--- config.mk ---
export PLATFORM = sky130hd
export DESIGN_NAME = lshifter_seq
export DESIGN_NICKNAME = d
export VERILOG_FILES = /design/src/rtl/lshifter_seq_pkg.sv /design/src/rtl/lshifter_seq_step.sv /design/src/rtl/lshifter_seq.sv
export SDC_FILE = /design/constraint.sdc
export NUM_CORES = 1
export LEC_CHECK = 0
export BUFFER_PORTS_ARGS = -buffer_cell sky130_fd_sc_hd__buf_2
export CAP_MARGIN = 20
export CORE_UTILIZATION = 51
export DETAILED_ROUTE_END_ITERATION = 12
export GPL_ROUTABILITY_DRIVEN = 0
export PLACE_DENSITY = 0.89
export SETUP_SLACK_MARGIN = 0.4
export SYNTH_ARGS = -nofsm -noshare
export SYNTH_HDL_FRONTEND = slang
export SYNTH_SLANG_ARGS = --single-unit
--- constraint.sdc ---
create_clock -name clk -period 1.7 [get_ports clk]
set_input_delay 0.085 -clock clk [delete_from_list [all_inputs] [get_ports clk]]
set_output_delay 0.085 -clock clk [all_outputs]
set_load 0.05 [all_outputs]
--- src/rtl/lshifter_seq_pkg.sv ---
// Shared definitions for the sequential left shifter.
//   - Default data and shift-amount widths.
//   - FSM state encoding (also driven out on the debug state port).
//   - Mode encoding for the latched rot input.
package lshifter_seq_pkg;

  localparam int LS_WIDTH = 8;
  localparam int LS_SHW   = 3;

  localparam logic [1:0] ST_IDLE  = 2'b00;
  localparam logic [1:0] ST_SHIFT = 2'b01;
  localparam logic [1:0] ST_DONE  = 2'b10;

  localparam logic MODE_SHL = 1'b0;
  localparam logic MODE_ROL = 1'b1;

endpackage

--- src/rtl/lshifter_seq_step.sv ---
// Combinational single-position left shift / rotate.
//   d       : input word
//   rot     : 1 = rotate (MSB re-enters at bit 0), 0 = zero fill
//   q       : d shifted left by one position
//   bit_out : the bit that leaves the top of the word (d[WIDTH-1])
module lshift_step
  import lshifter_seq_pkg::*;
#(
  parameter int WIDTH = LS_WIDTH
) (
  input  logic [WIDTH-1:0] d,
  input  logic             rot,
  output logic [WIDTH-1:0] q,
  output logic             bit_out
);

  logic w_fill;

  assign w_fill  = rot ? d[WIDTH-1] : 1'b0;
  assign q       = {d[WIDTH-2:0], w_fill};
  assign bit_out = d[WIDTH-1];

endmodule

--- src/rtl/lshifter_seq.sv ---
// Multi-cycle left shift / rotate unit, one bit position per clock.
//   clk, rst  : clock and synchronous active-high reset
//   start     : request, sampled only while idle
//   a, s, rot : operand, shift amount, mode (1 = rotate); latched on accept
//   busy      : high whenever the FSM is not idle
//   done      : one-cycle completion pulse; out/cout valid in that cycle
//   out, cout : result and last bit shifted out of the MSB (0 when s = 0)
//   dbg_state : current FSM state, for observation only
//
// Handshake: start is accepted on a rising edge where the unit is idle and
// start is high. Further start pulses while busy are dropped, not queued.
// done rises exactly s+1 cycles after the accepting edge's cycle and lasts
// one cycle; out/cout are only ever written on entry to DONE.
module lshifter_seq
  import lshifter_seq_pkg::*;
#(
  parameter int WIDTH = LS_WIDTH,
  parameter int SHW   = LS_SHW
) (
  input  logic             clk,
  input  logic             rst,
  input  logic             start,
  input  logic [WIDTH-1:0] a,
  input  logic [SHW-1:0]   s,
  input  logic             rot,
  output logic             busy,
  output logic             done,
  output logic [WIDTH-1:0] out,
  output logic             cout,
  output logic [1:0]       dbg_state
);

  localparam logic [SHW-1:0] CNT_ONE = {{(SHW-1){1'b0}}, 1'b1};

  logic [1:0]       r_state;
  logic [WIDTH-1:0] r_wreg;
  logic [SHW-1:0]   r_cnt;
  logic             r_mode;
  logic [WIDTH-1:0] r_out;
  logic             r_cout;

  logic [WIDTH-1:0] w_shifted;
  logic             w_bit_out;

  lshift_step #(
    .WIDTH (WIDTH)
  ) u_step (
    .d       (r_wreg),
    .rot     (r_mode == MODE_ROL),
    .q       (w_shifted),
    .bit_out (w_bit_out)
  );

  always_ff @(posedge clk) begin
    if (rst) begin
      r_state <= ST_IDLE;
      r_wreg  <= '0;
      r_cnt   <= '0;
      r_mode  <= MODE_SHL;
      r_out   <= '0;
      r_cout  <= 1'b0;
    end else begin
      case (r_state)
        ST_IDLE: begin
          if (start) begin
            if (s != '0) begin
              r_wreg  <= a;
              r_cnt   <= s;
              r_mode  <= rot;
              r_state <= ST_SHIFT;
            end else begin
              // Zero shift bypasses SHIFT entirely: result is the operand.
              r_out   <= a;
              r_cout  <= 1'b0;
              r_state <= ST_DONE;
            end
          end
        end
        ST_SHIFT: begin
          r_wreg <= w_shifted;
          r_cnt  <= r_cnt - CNT_ONE;
          // Last step: publish the shifted word and the bit that just left.
          if (r_cnt == CNT_ONE) begin
            r_out   <= w_shifted;
            r_cout  <= w_bit_out;
            r_state <= ST_DONE;
          end
        end
        ST_DONE: begin
          r_state <= ST_IDLE;
        end
        default: begin
          r_state <= ST_IDLE;
        end
      endcase
    end
  end

  assign busy      = (r_state != ST_IDLE);
  assign done      = (r_state == ST_DONE);
  assign out       = r_out;
  assign cout      = r_cout;
  assign dbg_state = r_state;

endmodule

==> flow_summary.yaml <==
cts:
  path_clk_slew_ps: 120
  clockBufferDepth: 2
  tritoncts.num_buffers: 3
  cts.htree.levels: 1
  cts_tree: "yes"
  cts.sinks: 23
  cts.root.buffer_cell: "clkbuf_4"
  clkLatencyLatePin_ps: 300
timing:
  layout_worst_path_cycle_share: 0.824
  clock_skew_ps: 3.37
  timing_worst_slew_pin_value_ps: 521
  worst_slew_margin_rel: 0.653
  setup_tns_ps: 0
  hold_viol_final: 0
  finalWorstPathRequiredPeriod_ps: 1400
  final_setup_viols: 0
  maxSlewViolCount: 0
  rsz0062_at_grt: "yes"
  final.hold.worst_slack_ps: 41.1
  post_route_worst_setup_slack_ps: 300
  clock.fmax_mhz: 714
worst_setup_path:
  critPathArrivalTime_ps: 1570
  timing.rr.start: "dbg_state[0]"
  timing.critical_path.slowest_stage_cell: "or4_4"
  crit-reg2reg-capture: "r_wreg[0]"
  worstPathMaxFanout: 6
  critical_path.endpoint_type: "flop"
  r2r.worst_path.cells: 4
  timing.critical_path.required_ps: 1870
  timing.critical_path.from: "dbg_state[0]"
  critical_path.cell_chain: "or4_4, buf_6, a21oi_1, a211oi_2"
  endpoint: "r_wreg[0]"
  setup.worst_path.class: "flop to flop"
  reg2reg_slack_ps: 300
  critPathMaxStageDelay_ps: 450
  setup.worst_path.start_class: "flop"
synthesis:
  netlist_area_pre_place_mm2: 0.00112
  synth_top_area_cell: "dfxtp_1"
  synthesis.nets: 133
  synth_top_area_frac: 0.411
  dominant_combinational_cell_family_by_area_after_synthesis: "compound AO/OA/AOI/OAI gates"
  postSynth.asyncResetShare: 0
  synth_adder_area_share: 0.0223
  synth-edff-count: 0
  synth_compound_area_frac: 0.307
  synthCells: 116
  seq_area_frac_synth: 0.411
  synth.ff_latch_count: 23
  netlist-cell-type-count: 33
  yosys_warnings: 0
  post_synth_xor_area_fraction: 0
  ys_dominant_reg_cell: "dfxtp_1"
  post_synth.cell_area_avg_um2: 9.65
  yosys.area_share.simple: 0.137
  muxShareOfSynthArea: 0.0626
  synth.top_cells.by_area: "dfxtp_1 41%, a211oi_1 16%, mux2i_1 6.3%"
die:
  starting_density: 0.554
  chip_width_um: 48.9
  floorplan.core_area_mm2: 0.00202
  floorplan.die.height_um: 48.9
  rows: 16
  die_area_mm2: 0.00239
  io_pins: 28
power_and_ir_drop:
  pwr_density_cell_mw_per_mm2: 877
  peakVddDrop_mv: 0.649
  cellLeakagePower_uw: 0.000620
global_routing:
  grt.total_usage: 0.257
  antenna_violations_before_repair: 0
  grt_first_pass_wirelength_um: 4800
  grt_max_degree: 26
  globalRouteOverflowTotal: 0
  via_count_of_the_first_global_routing_pass: 991
final_layout:
  finalNetCount: 169
  synthToLayoutAreaGrowth_pct: 35.9
  num-fill-cells: 151
  layoutNonFillerInstCount: 178
  layout-drive-gt1-share: 0.503
  num_antenna_cells: 0
drt:
  route.final.wire_length_um: 3260
  dr.pass1.iters: 4
  drt-vias-per-instance: 6.15
  wl_met3_um: 210
  detail_route.wl_per_cell_um: 18.3
  drcViolationCount: 0
  wirelength_met1_um: 1360
  top_layer: "met4"
  num_vias: 1095
  routed-wl-met2_um: 1650
  detail_route.iter0.violations: 28
  antenna_violating_nets_remaining: 0
status:
  status: "finished, final reports clean"
job:
  number_of_max_cap_violations: 0
worst_hold_path:
  hp-class: "primary input to flop"
placement:
  buffer_ports.inserted: 27
  hpwlAfterDp_um: 1800
  place_worst_setup_slack_ps: 160
  placed_insts: 164
[sequential cells by signal, indices dropped and copies added (netlist names)]
register and cells:
out 8, r_cnt 3, dbg_state 2, r_wreg 8, r_mode 1, cout 1
[layer usage]
layer  global-route usage  vias to the layer above
li1                     -                      520
met1                0.338                      505
met2                0.447                       62
met3               0.0280                        8
met4               0.0686                        0
met5                    0                        -
[Yosys cell counts, types with 2 or more instances]
master and instances:
dfxtp_1 23, buf_2 5, o2111ai_1 2, clkbuf_1 4, inv_1 4, a211oi_1 24
a21oi_1 13, nor2_1 2, mux2i_1 7, ha_1 2, nor2b_1 3, nand2b_1 3
nor4bb_1 2, a21o_1 2, or2_2 2
[where the power goes]
group          internal [µW]  switching (µW)  total, µW
logic                    188             271        459
clock network           87.6             155        242
registers                591            41.2        633
total                    867             467       1330
[per-stage QoR]
stage	utilization	instance area [µm²]	total power, µW
final	0.752	1520	1330
after global routing	0.752	1520	1390
after CTS	0.707	1430	1280
after detailed placement	0.641	1300	996
after global placement	0.641	1300	983
after floorplan	-	1150	914
[area by class of cell]
type / instances / area (µm²) / share of cell area
Multi-Input combinational cell: 80 / 714 / 0.470
Clock inverter: 1 / 5.00 / 0.00329
Sequential cell: 23 / 470 / 0.309
Inverter: 4 / 15.0 / 0.00987
Clock buffer: 3 / 22.5 / 0.0148
Tap cell: 27 / 33.8 / 0.0222
Timing Repair Buffer: 40 / 260 / 0.171
[critical path, delay by kind of cell, from the launching register on]
kind / cells / cell delay [ps]
simple gates: 1 / 450
compound gates: 2 / 290
flops: 1 / 380
buf+inv: 1 / 160
[repair_timing]
action | 4_1_cts | 5_1_grt
endpoints found under the setup margin | 21 | 24
gates resized for setup | 10 | 24
setup buffers | 7 | 0
pin swaps | 2 | 10
cloned | 2 | 1
hold buffers | 0 | 0
[cells by family (layout without fill, tap and decap cells)]
| family | count (synthesis) | in the layout |
|---|---|---|
| DFF | 23 | 23 |
| adders and majority gates | 2 | 2 |
| and+or+nand+nor | 22 | 22 |
| AOI/OAI and AO/OA | 48 | 49 |
| muxes | 7 | 7 |
| buffers and inverters | 14 | 48 |
[how the worst min path moves through the flow]
| stage | slack (ps) | startpoint | endpoint | cells after the start |
|---|---|---|---|---|
| finish | 40 | rot | r_mode | 3 |
| global route | 20 | rot | r_mode | 3 |
| CTS | 40 | rot | r_mode | 3 |
| detailed placement | 370 | rot | r_mode | 3 |
| global placement | 340 | rot | r_mode | 3 |
| floorplan | 150 | rst | dbg_state[1] | 1 |
[cells in the final DEF (no fill, tap or decap), drive strengths merged, types with 2 or more instances in the layout]
cell,netlist,final
a21o,2,3
nand2b,3,3
dfxtp,23,23
mux2i,7,7
nor2b,3,3
inv,4,4
o2111ai,2,2
nor4bb,2,2
clkbuf,4,4
nor2,2,2
a211oi,24,24
a21oi,13,13
ha,2,2
or2,2,2
buf,6,39
No activity file was read; power rests on OpenSTA's default activity.
